<file path="src/rtl/bp_pkg.sv">
// Shared types and widths for the branch resolve path: the prediction queue
// entry and the next-PC helper used by both predicted and actual paths.
package bp_pkg;

   localparam int XLEN    = 32;
   localparam int GHR_W   = 7;
   localparam int INDEX_W = 7;
   localparam int TAG_W   = 25;

   typedef struct packed {
      logic [XLEN-1:0]  pc;
      logic [XLEN-1:0]  target;
      logic             taken;
      logic             hit;
      logic [GHR_W-1:0] ghr;
   } pred_entry_t;

   // Sequential PC wraps modulo 2^32.
   function automatic logic [XLEN-1:0] next_pc(input logic [XLEN-1:0] pc,
                                                input logic            redirect,
                                                input logic [XLEN-1:0] target);
      return redirect ? target : pc + XLEN'(4);
   endfunction

endpackage

</file>
<file path="src/rtl/pred_fifo.sv">
// In-flight prediction queue: oldest-first storage with read/write pointers
// and an occupancy count; clear empties it and drops any same-edge push.
module pred_fifo
   import bp_pkg::*;
#(
   parameter int DEPTH = 8,
   parameter int CNT_W = $clog2(DEPTH) + 1
) (
   input  logic             clk,
   input  logic             rst,
   input  logic             push,
   input  logic             pop,
   input  logic             clear,
   input  pred_entry_t      wr_data,
   output pred_entry_t      rd_data,
   output logic [CNT_W-1:0] count
);

   localparam int PTR_W = $clog2(DEPTH);

   pred_entry_t      mem [DEPTH];
   logic [PTR_W-1:0] wr_ptr;
   logic [PTR_W-1:0] rd_ptr;

   always_ff @(posedge clk) begin
      if (rst || clear) begin
         wr_ptr <= '0;
         rd_ptr <= '0;
         count  <= '0;
      end else begin
         if (push) wr_ptr <= wr_ptr + 1'b1;
         if (pop)  rd_ptr <= rd_ptr + 1'b1;
         case ({push, pop})
            2'b10:   count <= count + 1'b1;
            2'b01:   count <= count - 1'b1;
            default: ;
         endcase
      end
   end

   always_ff @(posedge clk) begin
      if (push) mem[wr_ptr] <= wr_data;
   end

   assign rd_data = mem[rd_ptr];

endmodule

</file>
<file path="src/rtl/branch_resolve_unit.sv">
// Resolves the oldest in-flight prediction against the execute outcome,
// trains the predictor and issues a redirect with repaired history on mispredict.
module branch_resolve_unit
   import bp_pkg::XLEN, bp_pkg::TAG_W, bp_pkg::INDEX_W, bp_pkg::pred_entry_t, bp_pkg::next_pc;
#(
   parameter int DEPTH = 8,
   parameter int GHR_W = 7
) (
   input  logic                    clk,
   input  logic                    rst,
   input  logic                    pred_valid,
   input  logic [XLEN-1:0]         pred_pc,
   input  logic [XLEN-1:0]         pred_target,
   input  logic                    pred_taken,
   input  logic                    pred_hit,
   input  logic [GHR_W-1:0]        pred_ghr,
   output logic                    pred_ready,
   input  logic                    res_valid,
   output logic                    res_ready,
   input  logic                    res_is_branch,
   input  logic                    res_taken,
   input  logic [XLEN-1:0]         res_target,
   output logic                    upd_valid,
   output logic                    upd_branch,
   output logic                    upd_taken,
   output logic [XLEN-1:0]         upd_target,
   output logic [TAG_W-1:0]        upd_tag,
   output logic [INDEX_W-1:0]      upd_index,
   output logic                    flush,
   output logic [XLEN-1:0]         flush_pc,
   output logic [GHR_W-1:0]        flush_ghr,
   output logic [$clog2(DEPTH):0]  occupancy,
   output logic [15:0]             mispredict_cnt
);

   localparam int CNT_W = $clog2(DEPTH) + 1;

   logic             push;
   logic             pop;
   logic             mispredict;
   logic             act_taken;
   logic [CNT_W-1:0] count;
   logic [XLEN-1:0]  pred_next;
   logic [XLEN-1:0]  act_next;
   pred_entry_t      wr_entry;
   pred_entry_t      head;

   // Intake stalls for the redirect cycle so fetch can restart on the flush PC.
   assign pred_ready = (count < CNT_W'(DEPTH)) && !flush;
   assign res_ready  = (count != '0);
   assign occupancy  = count;
   assign push       = pred_valid && pred_ready;
   assign pop        = res_valid && res_ready;

   assign wr_entry = '{pc: pred_pc, target: pred_target, taken: pred_taken,
                       hit: pred_hit, ghr: pred_ghr};

   assign act_taken  = res_is_branch && res_taken;
   assign pred_next  = next_pc(head.pc, head.taken && head.hit, head.target);
   assign act_next   = next_pc(head.pc, act_taken, res_target);
   assign mispredict = pop && (pred_next != act_next);

   pred_fifo #(
      .DEPTH (DEPTH),
      .CNT_W (CNT_W)
   ) u_pred_fifo (
      .clk     (clk),
      .rst     (rst),
      .push    (push),
      .pop     (pop),
      .clear   (mispredict),
      .wr_data (wr_entry),
      .rd_data (head),
      .count   (count)
   );

   always_ff @(posedge clk) begin
      if (rst) begin
         upd_valid      <= 1'b0;
         upd_branch     <= 1'b0;
         upd_taken      <= 1'b0;
         upd_target     <= '0;
         upd_tag        <= '0;
         upd_index      <= '0;
         flush          <= 1'b0;
         flush_pc       <= '0;
         flush_ghr      <= '0;
         mispredict_cnt <= '0;
      end else begin
         upd_valid <= pop;
         flush     <= mispredict;
         if (pop) begin
            upd_branch <= res_is_branch;
            upd_taken  <= act_taken;
            upd_target <= res_target;
            upd_tag    <= head.pc[XLEN-1:INDEX_W];
            upd_index  <= head.pc[INDEX_W-1:0];
         end
         if (mispredict) begin
            flush_pc  <= act_next;
            // Snapshot predated this branch: shift in its real outcome.
            flush_ghr <= {act_taken, head.ghr[GHR_W-1:1]};
            if (mispredict_cnt != 16'hFFFF) mispredict_cnt <= mispredict_cnt + 1'b1;
         end
      end
   end

endmodule

</file>
<file path="config.mk">
export PLATFORM = sky130hd
export DESIGN_NAME = branch_resolve_unit
export DESIGN_NICKNAME = d
export VERILOG_FILES = /design/src/rtl/bp_pkg.sv /design/src/rtl/pred_fifo.sv /design/src/rtl/branch_resolve_unit.sv
export SDC_FILE = /design/constraint.sdc
export NUM_CORES = 1
export LEC_CHECK = 0
export BUFFER_PORTS_ARGS = -buffer_cell sky130_fd_sc_hd__buf_4
export CAP_MARGIN = 20
export CORE_ASPECT_RATIO = 1.25
export CORE_MARGIN = 10
export CORE_UTILIZATION = 50
export CTS_CLUSTER_SIZE = 16
export DETAILED_ROUTE_END_ITERATION = 12
export GPL_TIMING_DRIVEN = 0
export PLACE_DENSITY_LB_ADDON = 0.15
export SLEW_MARGIN = 20
export SYNTH_ARGS = -nofsm -noshare
export SYNTH_HDL_FRONTEND = slang
export SYNTH_SLANG_ARGS = --single-unit
</file>
<file path="constraint.sdc">
create_clock -name clk -period 7.9 [get_ports clk]
set_input_delay 1.58 -clock clk [delete_from_list [all_inputs] [get_ports clk]]
set_output_delay 1.58 -clock clk [all_outputs]
set_load 0.005 [all_outputs]
</file>
# == Word level (Yosys, flattened, before mapping) ==
# Memory sizes are Yosys's and may differ from the RTL's. A register that Yosys moved wholly into a read port is not among the register bits.
# Cells that the tools add are included.
# word_totals
reg_bits,133
ramBits,584
inputBits,111
out_inout_bits,129
word_cells,43
n_memories,1
# op_classes
n_addsub,6
order_cmp,1
eq_ne,4
mux,7
reduce_logical,11
# memory_table
memory,words,word_bits,rd,rd_clocked_by_memory_dff,wr,line,source
u_pred_fifo.mem,8,73,1,1,1,pred_fifo.sv:21,pred_entry_t mem [DEPTH];
# ops
operator,count
$mux 32,2
$add 32x3->32 const B,1
$ne 32x32->1,1
$add 16x1->16 const B,1
$ne 16x16->1 const B,1
$pmux 4 s2,1
$add 3x1->3 const B,2
$logic_and 1x1->1,6
$mux 3,2
$add 4x1->4 const B,1
$lt 4x4->1 const B,1
$reduce_bool 4->1,1
$sub 4x1->4 const B,1
$eq 2x1->1 const B,1
$eq 2x2->1 const B,1
$mux 1,2
$reduce_and 2->1,1
$reduce_bool 2->1,1
$logic_not 1->1,1
$logic_or 1x1->1,1

# == Depth between registers and ports, before layout ==
# logic_depth
word_depth,6
ltp_mapped,23

# == Modules after synthesis ==
# A second synthesis with hierarchy kept.
# unflattened
hier_cells,1975
hier_area_um2,30869.6
# by_module_without_submodules
module,instances,cells_per_inst,area_each_um2,seq_area_each_um2
pred_fifo,1,914,23097.2,17797.1
branch_resolve_unit,1,1061,7772.5,2462.4

# == Least setup slack after synthesis ==
# No wires, ideal clock.
# synth_timing
path_kind,input to register
from,in pred_valid
to,"mem u_pred_fifo.mem[0][10] in the netlist's numbering, enable pin"
arrival_ps,6876
t_required_ps,7309
slack_ps,433
path_stages,3
cell_sequence,nand2_1 > or2_2 > nor3_1
# synth_via
elab_chain_cells,3
# synth_lines
item,line,source
from (decl),branch_resolve_unit.sv:11,"input logic pred_valid,"
$logic_and 1x1->1,branch_resolve_unit.sv:52,assign push = pred_valid && pred_ready;
$mux 1,pred_fifo.sv:42,if (push) mem[wr_ptr] <= wr_data;
$mux 1 (implied by the code),pred_fifo.sv:42,
to (decl),pred_fifo.sv:21,
# Every way passes these cells.

==> results.yml <==
run_status:
  status: "completed"
logic_synthesis:
  synthesis.nets: 2060
  synth_edf_count: 576
  synth_area_leaders: "edfxtp_1, dfxtp_1, mux4_2, mux2i_1, nand2_1"
  synth_area_leader_cell: "edfxtp_1"
  netlist_instances: 1941
  ys_ff_latch: 712
  synth_ff_type: "edfxtp_1"
  async_reset_ff_frac: 0
  synth_area_sq_um: 30100
  ys_types: 92
  synth_top_area_frac: 0.575
  yosys_warnings: 0
  ys_seq_area_frac: 0.665
  syn_area_per_cell_sq_um: 15.5
place:
  dp.cells: 2990
  io_buffers: 236
  dp_hpwl_microns: 65200
  routabilityCongestion: 0.935
finish:
  syn_to_final_growth_pct: 19.2
  layout-drive-gt1-share: 0.271
  fin_cells: 3116
  final_nets: 2415
  multiInputGateArea_sq_um: 9460
  num-fill-cells: 4504
  final-seq-area_sq_um: 20000
worst_setup_path:
  startpoint_type: "flip-flop"
  path_max_fanout: 10
  path_class: "reg2reg"
  worstSetupEndpointType: "flip-flop"
  cp.required_ns: 8.39
  arrival_ns: 6.99
clocking:
  cts_made_buffers: 69
  clockBufferDepth: 3
  clk_pin_slew_ns: 0.06
  clock-root-buffer: "clkbuf_16"
  cts_resized: 0
  clk_latency_ns: 0.61
  post_cts_buffers: 0
  numClockSinks: 712
  tritoncts: "built"
  hold_buffers: 0
  htree_levels: 3
sta:
  finalSetupViolCount: 0
  post-route-period-util: 0.822
  grt_setup_unrepaired: "no"
  slew_headroom: 0.139
  fin_setup_tns_ns: 0
  period_minus_slack_ns: 6.49
  hold_ws_ns: 0.455
  maxSlewViolCount: 0
  finalClockSkew_ns: 0.0201
  hold_viol_final: 0
  tightest_slew_ns: 1.26
  max_freq_mhz: 154
detailed_routing:
  drt-total-wl_microns: 87700
  ant_nets: 0
  dr.pass1.iters: 5
  vias_per_cell: 6.05
  drc: 0
  dr_total_vias: 18800
  drt_iter0_markers: 1646
  routedWlPerCell_microns: 28.2
die:
  initial_core_util: 0.505
  die_x_microns: 239
  placementRows: 100
  dieArea_sq_um: 70500
  pin_count: 240
  core_area_sq_um: 59600
  die_y_microns: 294
power:
  powerDensity_nw_per_um2: 300
  cellLeakagePower_nw: 12.0
  vdd_ir_drop_max_uv: 144
grt:
  antenna_found_initial: 6
  grt_pass1_vias: 19100
  grt_pass1_wl_microns: 128000
  gr-usage-all-layers: 0.247
  gr-total-overflow: 0
  grt_max_degree: 21
min_path:
  hold_class: "reg2reg"
job:
  maxCapViolCount: 0
[per-layer routing]
metal | global-route usage | share of wire | up-vias
li1 | - | - | 8328
met1 | 0.312 | 0.39 | 9610
met2 | 0.412 | 0.50 | 754
met3 | 0.0447 | 0.068 | 146
met4 | 0.108 | 0.041 | 8
met5 | 0 | 0.00065 | -
[final timing paths]
path,start,end,slack (ns),cells past startpoint
max reg2reg,flip-flop,mispredict_cnt[15],1.41,19
min,flush_pc[8],flush_pc[8],0.46,2
max,flip-flop,mispredict_cnt[15],1.41,19
min reg2reg,flush_pc[8],flush_pc[8],0.46,2
[report_power, final]
| group | internal [mW] | switching (mW) | total [mW] |
|---|---|---|---|
| combinational | 1.13 | 1.71 | 2.83 |
| sequential | 4.53 | 0.239 | 4.77 |
| clock | 1.81 | 1.36 | 3.17 |
| total | 7.46 | 3.31 | 10.8 |
[cell families after synthesis]
family                     after synthesis  synth area share
buffers and inverters                  124            0.0233
DFF                                    712             0.665
adders and majority gates                8           0.00357
xor gates and xnor gates                93            0.0281
and+or+nand+nor                        503            0.0785
muxes                                  241             0.138
AOI/OAI and AO/OA                      260            0.0636
[stage by stage]
step	worst slack, ns	power, mW	util	instance area (sq um)
finish	1.41	10.8	0.602	35900
global route	1.17	11.2	0.602	35900
CTS	1.42	10.8	0.602	35900
detailed placement	1.47	7.66	0.566	33700
global placement	-5.49	7.59	0.551	32800
floorplan	0.433	6.33	-	30100
[critical path, stage by stage, from the launching register on]
cell	delay, ns
dfxtp_1	0.35
buf_2	0.30
buf_6	0.22
buf_4	0.22
buf_2	0.31
buf_4	0.30
buf_1	0.62
mux4_2	0.40
mux2i_1	0.82
nand2_1	0.11
mux2i_1	0.15
mux2i_1	0.09
o21a_1	0.22
nor4_1	0.30
nand4_1	0.20
o31ai_1	0.35
nand4b_2	0.38
nor2_2	0.48
nand4b_1	0.18
mux2_2	0.33
[sequential cells by signal, summed over array words and instances, names as in the netlist, 3 cells and up, named ones only]
signal / flops
flush_pc: 32
upd_tag: 25
mispredict_cnt: 16
u_pred_fifo.rd_ptr: 3
u_pred_fifo.count: 4
u_pred_fifo.wr_ptr: 3
flush_ghr: 7
upd_index: 7
upd_target: 32
u_pred_fifo.mem: 576
[cells in the mapped netlist, types with 7 or more instances]
master and number:
edfxtp_1 576, nand2_1 170, nor2_1 150, dfxtp_1 136, mux4_2 116, a21oi_1 86
mux2i_1 83, xnor2_1 55, clkbuf_1 45, a211oi_1 43, nor3_1 37, xor2_1 36
nand3_1 28, buf_2 27, nor4_1 18, o21ai_0 17, a311oi_2 14, inv_1 14
mux2_2 14, a22oi_1 13, mux4_1 13, nand4_1 13, buf_4 12, buf_6 12
or4_1 12, nor2b_1 11, o211ai_1 11, and3_1 9, buf_1 8, o41ai_1 8
or3_1 8, ha_1 7, mux2i_2 7, or2_2 7
[layout by cell type (no fill, tap or decap), types with 8 or more instances in the layout]
master / instances
xnor2_1: 55
clkbuf_1: 65
mux4_2: 116
clkbuf_16: 71
buf_16: 15
a211oi_1: 43
mux2i_2: 12
o21ai_0: 17
mux2_2: 14
nor4_1: 18
buf_12: 13
buf_2: 27
edfxtp_1: 576
a21oi_1: 86
a311oi_2: 14
buf_1: 8
nand2_1: 170
inv_1: 14
or4_1: 12
nor3_1: 34
nor2b_1: 11
buf_6: 17
mux4_1: 13
xor2_1: 36
or3_1: 8
o41ai_1: 8
nor2_1: 144
a22oi_1: 13
o211ai_1: 11
buf_4: 266
dfxtp_1: 136
clkbuf_8: 8
nand3_1: 28
nand4_1: 13
clkinv_2: 12
mux2i_1: 78
and3_1: 9
[final cells by class]
class	count	area share
flip-flops and latches	712	0.558
well taps	765	0.0267
clock inverters	26	0.00586
repair buffers	284	0.0717
inverters	16	0.00174
multi-input cells	1105	0.264
clock buffers	99	0.0547
plain buffers	108	0.0178
diodes	1	0.0000697
No activity file was read; power rests on OpenSTA's default activity.
